===== src/rtl/hd_pkg.sv =====
// Shared HD slot layout and the saver state encoding.
package hd_pkg;

  localparam int HD_ADDR_W   = 12;
  localparam int MEM_ADDR_W  = 10;
  localparam int DATA_W      = 32;
  localparam int IDX_W       = 4;

  // Slot layout, shared with the loader so both agree on where a program lives
  localparam int SLOT_STRIDE = 300;
  localparam int SRC_BASE    = 512;
  localparam int XFER_LEN    = 300;

  typedef enum logic [1:0] {
    ST_IDLE  = 2'd0,
    ST_PRIME = 2'd1,
    ST_COPY  = 2'd2,
    ST_DONE  = 2'd3
  } hd_state_e;

endpackage


===== src/rtl/hd_slot_calc.sv =====
// Maps a program index to its HD slot base address and reports whether the
// whole transfer window fits inside the HD address space.
module hd_slot_calc
  import hd_pkg::*;
(
  input  logic [IDX_W-1:0]     prog_index,
  output logic [HD_ADDR_W-1:0] base_addr,
  output logic                 legal
);

  logic [15:0] base16;
  logic [16:0] end17;

  // Base is formed at 16 bits; the end check carries one extra bit so the
  // comparison against the address-space size cannot overflow.
  always_comb begin
    base16    = 16'(prog_index) * 16'(SLOT_STRIDE);
    end17     = {1'b0, base16} + 17'(XFER_LEN);
    legal     = (end17 <= 17'(1 << HD_ADDR_W));
    base_addr = base16[HD_ADDR_W-1:0];
  end

endmodule


===== src/rtl/hd_saver.sv =====
// Writes a fixed window of main memory back into an HD program slot.
// Memory reads are synchronous, so one PRIME cycle fills the read pipeline
// before a gap-free run of XFER_LEN HD writes.
module hd_saver
  import hd_pkg::*;
(
  input  logic                  clock,
  input  logic                  reset,
  input  logic [IDX_W-1:0]      progIndex,
  input  logic                  storeFlag,
  input  logic                  loaderBusy,
  input  logic [DATA_W-1:0]     memReadData,
  output logic [MEM_ADDR_W-1:0] memReadAddr,
  output logic [HD_ADDR_W-1:0]  HDWriteAddr,
  output logic [DATA_W-1:0]     HDWriteData,
  output logic                  HDWriteEnable,
  output logic                  saving,
  output logic                  storeDone,
  output logic                  storeErr
);

  localparam int                    CNT_W      = $clog2(XFER_LEN);
  localparam logic [CNT_W-1:0]      CNT_LAST   = CNT_W'(XFER_LEN - 1);
  localparam logic [MEM_ADDR_W-1:0] SRC_FIRST  = MEM_ADDR_W'(SRC_BASE);
  localparam logic [MEM_ADDR_W-1:0] SRC_SECOND = MEM_ADDR_W'(SRC_BASE + 1);
  localparam logic [MEM_ADDR_W-1:0] SRC_END    = MEM_ADDR_W'(SRC_BASE + XFER_LEN);

  hd_state_e               state_q, state_d;
  logic [MEM_ADDR_W-1:0]   mem_addr_q, mem_addr_d;
  logic [HD_ADDR_W-1:0]    hd_addr_q, hd_addr_d;
  logic [CNT_W-1:0]        count_q, count_d;
  logic [1:0]              low_q, low_d;
  logic                    done_q, done_d;
  logic                    err_q, err_d;

  logic [HD_ADDR_W-1:0]    slot_base;
  logic                    slot_legal;

  hd_slot_calc u_slot_calc (
    .prog_index (progIndex),
    .base_addr  (slot_base),
    .legal      (slot_legal)
  );

  // State and datapath registers; reset aborts any transfer in flight
  always_ff @(posedge clock or negedge reset) begin
    if (!reset) begin
      state_q    <= ST_IDLE;
      mem_addr_q <= '0;
      hd_addr_q  <= '0;
      count_q    <= '0;
      low_q      <= '0;
      done_q     <= 1'b0;
      err_q      <= 1'b0;
    end else begin
      state_q    <= state_d;
      mem_addr_q <= mem_addr_d;
      hd_addr_q  <= hd_addr_d;
      count_q    <= count_d;
      low_q      <= low_d;
      done_q     <= done_d;
      err_q      <= err_d;
    end
  end

  // Next-state and datapath update; done/err are single-cycle pulses
  always_comb begin
    state_d    = state_q;
    mem_addr_d = mem_addr_q;
    hd_addr_d  = hd_addr_q;
    count_d    = count_q;
    low_d      = low_q;
    done_d     = 1'b0;
    err_d      = 1'b0;
    case (state_q)
      ST_IDLE: begin
        // A pending request waits here while the loader owns the HD port
        if (storeFlag && !loaderBusy) begin
          if (slot_legal) begin
            mem_addr_d = SRC_FIRST;
            hd_addr_d  = slot_base;
            count_d    = '0;
            state_d    = ST_PRIME;
          end else begin
            err_d   = 1'b1;
            low_d   = '0;
            state_d = ST_DONE;
          end
        end
      end
      ST_PRIME: begin
        mem_addr_d = SRC_SECOND;
        state_d    = ST_COPY;
      end
      ST_COPY: begin
        count_d   = count_q + 1'b1;
        hd_addr_d = hd_addr_q + 1'b1;
        // Read address parks one past the window instead of running ahead
        if (mem_addr_q != SRC_END) begin
          mem_addr_d = mem_addr_q + 1'b1;
        end
        if (count_q == CNT_LAST) begin
          done_d  = 1'b1;
          low_d   = '0;
          state_d = ST_DONE;
        end
      end
      ST_DONE: begin
        // Two consecutive low cycles of storeFlag re-arm; a held flag never does
        if (storeFlag) begin
          low_d = '0;
        end else if (low_q == 2'd1) begin
          low_d   = '0;
          state_d = ST_IDLE;
        end else begin
          low_d = low_q + 1'b1;
        end
      end
      default: state_d = ST_IDLE;
    endcase
  end

  // Stall is combinational so the core holds in the cycle it raises storeFlag
  always_comb begin
    saving = (state_q == ST_PRIME) || (state_q == ST_COPY) ||
             ((state_q == ST_IDLE) && storeFlag);
  end

  assign memReadAddr   = mem_addr_q;
  assign HDWriteAddr   = hd_addr_q;
  assign HDWriteData   = memReadData;
  assign HDWriteEnable = (state_q == ST_COPY);
  assign storeDone     = done_q;
  assign storeErr      = err_q;

endmodule


===== config.mk =====
export PLATFORM = sky130hd
export DESIGN_NAME = hd_saver
export DESIGN_NICKNAME = d
export VERILOG_FILES = /design/src/rtl/hd_pkg.sv /design/src/rtl/hd_slot_calc.sv /design/src/rtl/hd_saver.sv
export SDC_FILE = /design/constraint.sdc
export NUM_CORES = 1
export LEC_CHECK = 0
export CAP_MARGIN = 10
export CELL_PAD_IN_SITES_DETAIL_PLACEMENT = 0
export CELL_PAD_IN_SITES_GLOBAL_PLACEMENT = 1
export CORE_UTILIZATION = 32
export DETAILED_ROUTE_END_ITERATION = 10
export MAX_ROUTING_LAYER = met4
export PLACE_DENSITY = 0.82
export SYNTH_ARGS = -nofsm -noshare
export SYNTH_HDL_FRONTEND = slang
export SYNTH_SLANG_ARGS = --single-unit

===== constraint.sdc =====
create_clock -name clock -period 2.1 [get_ports clock]
set_clock_uncertainty 0.15 [all_clocks]
set_input_delay 0.42 -clock clock [delete_from_list [all_inputs] [get_ports clock]]
set_output_delay 0.42 -clock clock [all_outputs]
set_load 0.05 [all_outputs]

# Yosys cells after proc, flatten, opt, wreduce, memory -nomap -nowiden

Cells that the tools add are included.

Register bits: 37

Add/subtract/negate cells: 5
Multipliers: 1
$lt $le $gt $ge: 1
Equal/unequal tests: 13
Mux-type cells: 27
Reduce and logical (&&, ||, !) cells: 13

Operator list:

| kind                                                                     | count |
|---|---|
| 10-bit 2-to-1 mux                                                        | 3 |
| 10-bit case mux with 3 select lines                                      | 1 |
| 12-bit 2-to-1 mux                                                        | 2 |
| 12-bit case mux with 2 select lines                                      | 1 |
| 2-bit 2-to-1 mux                                                         | 10 |
| 9-bit 2-to-1 mux                                                         | 2 |
| 9-bit case mux with 2 select lines                                       | 1 |
| 17-bit by 13-bit <= comparator with 1-bit output (second input constant) | 1 |
| 13-bit by 9-bit adder with 14-bit output (second input constant)         | 1 |
| 12-bit by 1-bit adder with 12-bit output (second input constant)         | 1 |
| 4-bit AND reduction                                                      | 3 |
| 4-bit by 7-bit multiplier with 11-bit output (second input constant)     | 1 |
| 10-bit by 1-bit adder with 10-bit output (second input constant)         | 1 |
| 10-bit != test (second input constant)                                   | 1 |
| 2-bit != test (second input constant)                                    | 5 |
| 9-bit by 1-bit adder with 9-bit output (second input constant)           | 1 |
| 9-bit == test (second input constant)                                    | 1 |
| 2-bit case mux with 4 select lines                                       | 1 |
| 2-bit case mux with 3 select lines                                       | 1 |
| 3-bit nonzero test                                                       | 2 |
| 1-bit 2-to-1 mux                                                         | 5 |
| 2-bit by 1-bit == test with 1-bit output (second input constant)         | 2 |
| 2-bit == test (second input constant)                                    | 2 |
| 2-bit by 1-bit != test with 1-bit output (second input constant)         | 2 |
| 7 further kinds                                                          | 9 |

# Depth between registers and ports, before layout

Gate-level depths: netlist of run 1.

Depth after elaboration: 6
Depth in mapped cells: 15

# By module

A second synthesis of run 1 with hierarchy kept.

Cell total of the unflattened synthesis: 364
Area, all modules: 3159.3 um^2

By module, submodules not included:

| module       | times used | cells each | area an instance (um^2) |
|---|---|---|---|
| hd_saver     | 1          | 286        | 2544.9 |
| hd_slot_calc | 1          | 78         | 614.3 |

# Least setup slack after synthesis of run 1

Ideal clock, no wire load.

Path type: input port to flip-flop
From: input port progIndex[2]
To: register hd_addr_q[5], in the netlist HDWriteAddr[5]
Arrival time: 3.734 ns
Data required time: 1.824 ns
Slack: -1.910 ns
Stages: 14
Path buffers: 1
Cell sequence: ha_1 inv_1 fa_1 inv_1 ha_1 a211oi_2 nor2_1 or4_1 a211oi_2 nor4b_4 buf_6 o21ai_4 nand2_2 o311a_1

Cells in the longest elaborated chain, start to end: 5
Elaborated cells between the ends (all ways): 8

Ends and longest elaborated chain:

| what                                             | line               | source |
|---|---|---|
| start: declaration                               | hd_saver.sv:9      | `input logic [IDX_W-1:0] progIndex,` |
| 4-bit by 7-bit multiplier with 11-bit output (*) | hd_slot_calc.sv:17 | `base16 = 16'(prog_index) * 16'(SLOT_STRIDE);` |
| 13-bit by 9-bit adder with 14-bit output         | hd_slot_calc.sv:18 | `end17 = {1'b0, base16} + 17'(XFER_LEN);` |
| 17-bit by 13-bit <= comparator with 1-bit output | hd_slot_calc.sv:19 | `legal = (end17 <= 17'(1 << HD_ADDR_W));` |
| 2-bit != test (no line)                          | --                 |  |
| 3-bit AND reduction (no line)                    | --                 |  |
| end signal: assignment                           | hd_saver.sv:58     | `hd_addr_q <= hd_addr_d;` |
| end: declaration                                 | hd_saver.sv:30     | `logic [HD_ADDR_W-1:0] hd_addr_q, hd_addr_d;` |

Mark *: on every way between the ends. The rest lies on a longest branch, timed or not. The select of a mux whose other input is x is not followed.
A chain may end at the register's enable or synchronous reset.

# Worst setup path after layout of run 1

Ends and elaborated chain as after synthesis.

==> results.txt, run 1 <==
The synthesized design devotes to its leading area cell type 28.29% of total area. The least setup slack across all paths after layout is -1608 ps. The critical path contains buffers and inverters numbering 5 combined. The final hold violation count is 0.

STA classifies the critical path endpoint as a flop. The initialized floorplan defines 36 standard-cell rows. The later-pin clock latency in the skew report came out at 280 ps. For this run, the top clock speed supported by timing is 269.7 MHz. The distinct cell type count of the synthesized netlist is 76.

The number of flip-flops and latches in the synthesized netlist is 37. Summed over all instances, the cell type with the most area after synthesis is dfrtp_1. The maximum vdd drop is 0.001200 V.

The relative contribution of the clock network to total power is 8.1%. The number of diodes came out at 0. The launch point of the worst hold path is low_q[1]$_DFFE_PN0P_. The number of primary I/O pins came out at 98. The starting utilization of the core area came out at 33.18%. The net count after synthesis is 435.

The setup-violating endpoint count in the final report came out at 35. The DRC violation count after routing is 0. Synthesis handed over a netlist of 372 instances. The switching power share of the total came out at 48.35%.

Measured on the finished design, the core utilization comes to 47.16%. For this run, the number of Yosys warnings is 0. The maximum number of pins on one net before global-route repair came out at 28. The number of antenna violations at the first check in global routing came out at 0.

The signed area change from the synthesized netlist to the final layout came out at 42.13%. The max-capacitance violation count came out at 0. The dominant synthesized flop cell is dfrtp_1. The total overflow left after global routing is 0. The worst path required time is 2120 ps. The final worst-path cycle share came out at 176.6%. The mean instance size in the synthesized netlist came out at 8.799 µm². At the pin with the least slew margin, the transition time is 708.7 ps. The count of nets left with antenna violations once routing finished came out at 0. The most critical setup path has its startpoint at progIndex[2]. The worst hold path class is reg2reg. The number of clock buffers inserted by TritonCTS came out at 5.

The net switching power of the design came out at 2.954 mW. The highest cell delay on the worst timing path came out at 510 ps. Setup repair after global routing could not meet its margin everywhere. In this run, flip-flops and latches consume 20.9% of the power. The time the final worst path needs with I/O delays and setup is 3708 ps.

The H-tree generated during clock tree synthesis spans 2 levels. The post-detailed-route via-to-cell ratio came out at 5.381. The type of element launching the critical path is an input pin. The total via count after detailed routing came out at 3137.

Data on the critical path arrives at its endpoint at 3730 ps. The count of placed standard cells including taps is 563. Yosys attributes the largest share of cell area to dfrtp_1, ha_1, buf_4.

The static leakage power came out at 2.014 nW. The count of routing violations after the opening detailed-route iteration is 175. The detailed placement HPWL came out at 6.705 mm. The cell area after technology mapping is 0.003273 mm². The final-stage net count came out at 512. TritonCTS built the clock tree.

The final instance area is 0.004652 mm². The vertical die dimension came out at 103.1 µm. The buffer levels on the longest clock path came out at 2. Of all flip-flops after synthesis, the portion carrying an async set or reset was 100.0%. In this run, synthesis inferred 0 flip-flops with an integrated enable. The share of total power dissipated in combinational logic is 71.1%. Traced cell by cell, the critical path runs through buf_8, buf_4, buf_4, ha_1, ha_1, buf_4, nand2_1, o221a_1, or4_4, a211oi_4, nor4b_4, buf_4, o21ai_4, nand2_2, o311a_1. Measured against its own limit, the worst slew margin works out to 52.55%. The standard cell core area came out at 0.009864 mm².

The final hold slack is 344.9 ps. The flow ran to the end, but the final reports show violations. Ranked by instance count, the synthesized netlist is headed by dfrtp_1, buf_4, nor2_1. The post-layout instance count excluding filler cells came out at 583.

For this design, the sink count on the clock tree is 37. In the final layout, the share of cells above drive strength 1 is 42.89%. The die area is 0.01064 mm². Global routing consumed, over all layers together, 18.70% of the routing resources. The placer's final routability congestion estimate is 0.8926.

The CTS clock-pin slew for the worst setup and hold paths came out at 70 ps. The sequential fraction of the synthesis area is 28.29%. On the critical path, the stage with the largest delay is an instance of or4_4. The first global-routing pass estimated 15.14 mm of wire. Measured along the x axis, the die boundary spans 103.1 µm.

The total cell area at the placement stage came out at 0.004088 mm². The cell with the most instances after synthesis is dfrtp_1. The critical path in this run is classified as in2reg.

The count of input and output buffers came out at 33. The via count of the first global-routing pass is 3093. The family with the most delay on the worst path is compound AO/OA/AOI/OAI gates.

The first detailed-routing pass took 4 iterations. The max-slew violation count was 0. CTS placed an instance of clkbuf_8 at the clock tree root. The power density normalized to cell area came out at 1313 mW/mm². The final reports fail on setup timing. Cell internal power was estimated by the tool at 3.156 mW. In this design, the critical path's most frequently occurring cell is buf_4.

In the final routed layout, each cell accounts on average for 15.82 µm. In this run the worst path has a maximum fanout of 13. Wires add up to 9.222 mm. In this run the critical register-to-register path is launched from state_q[1]$_DFFE_PN0P_.
-- final timing paths --
check                                        endpoint  slack (ps)  depth (start not counted)
max reg2reg                HDWriteAddr[6]$_DFFE_PN0P_         -50                          8
min in group asynchronous      count_q[2]$_DFFE_PN0P_         460                          2
max in group asynchronous  memReadAddr[7]$_DFFE_PN0P_         860                          3
min                              low_q[1]$_DFFE_PN0P_         340                          1
max                        HDWriteAddr[5]$_DFFE_PN0P_       -1610                         15
min reg2reg                      low_q[1]$_DFFE_PN0P_         340                          1
-- cell usage in the layout (no fill, tap or decap), drive strengths merged, types with 3 or more instances in the layout --
cell type	n
nor2	30
nor4b	5
clkdlybuf4s50	4
or3	3
o21bai	4
o22ai	6
nor4	3
nand2b	9
clkbuf	8
nand2	23
o21a	7
nand4	11
a31oi	4
ha	22
mux2i	7
a21oi	13
o221ai	4
a221oi	3
nor2b	5
o31ai	3
buf	105
or2	5
a21o	4
a211oi	6
o21ai	11
a311oi	3
a22o	4
inv	22
a211o	5
nor3	5
dfrtp	37
o2bb2ai	4
and3	15
nand3	11
-- what timing repair did --
item | in CTS | in global routing
setup endpoints to repair | 35 | 36
pin swaps | 33 | 22
hold buffers | 1 | 0
endpoints found under the hold margin | 16 | 0
cloned | 1 | 0
buffers inserted | 6 | 4
gates resized for setup | 68 | 30
-- sequential cells by signal (all words and copies together), names as in the netlist --
signal,count
storeDone,1
state_q,2
count_q,9
storeErr,1
low_q,2
memReadAddr,10
HDWriteAddr,12
-- area by class of cell --
class | count | area (µm²)
clock buffer | 8 | 80.08
fill | 902 | 5213
inverter | 22 | 82.58
multi-input combinational | 272 | 2432
sequential | 37 | 925.9
tap | 133 | 166.4
timing repair buffer | 111 | 964.7
-- metrics by stage --
step | worst slack (ps) | power, mW | TNS [ps]
floorplan | -1668 | 3.768 | -53420
global placement | -2270 | 4.865 | -76160
detailed placement | -2386 | 4.951 | -79480
CTS | -1648 | 5.799 | -53860
global route | -1742 | 6.510 | -57780
finish | -1608 | 6.110 | -52230
-- logic make-up (layout without fill, tap and decap cells) --
logic type | after synthesis | count (layout) | synth area share, %
adder cells (fa/ha/maj) | 23 | 23 | 9.021
AO/OA/AOI/OAI | 98 | 99 | 23.51
AND/OR/NAND/NOR | 138 | 138 | 24.04
buffers and inverters | 64 | 141 | 11.51
flip-flops | 37 | 37 | 28.29
multiplexers | 9 | 9 | 2.829
XOR/XNOR | 3 | 3 | 0.8029
-- layer usage --
metal | vias up | track usage, % | part of all wire (%)
li1 | 1511 | - | -
met1 | 1535 | 24.12 | 45
met2 | 79 | 31.23 | 48
met3 | 12 | 2.644 | 5.6
met4 | 0 | 3.900 | 1.2
met5 | - | - | 0
-- power groups by stage --
stage | Clock [mW] | Combinational [mW] | Sequential, mW
floorplan | 0 | 2.11 | 1.66
global placement | 0 | 3.60 | 1.26
detailed placement | 0 | 3.68 | 1.27
CTS | 0.506 | 4.03 | 1.26
global route | 0.528 | 4.67 | 1.32
finish | 0.493 | 4.34 | 1.28
Power figures use the tool's default switching activity.
==> run 2: changes to the inputs <==
- CORE_MARGIN: unset -> 1
==> results of run 2 <==
Final layout, timing and power as in run 1 (identical DEF).
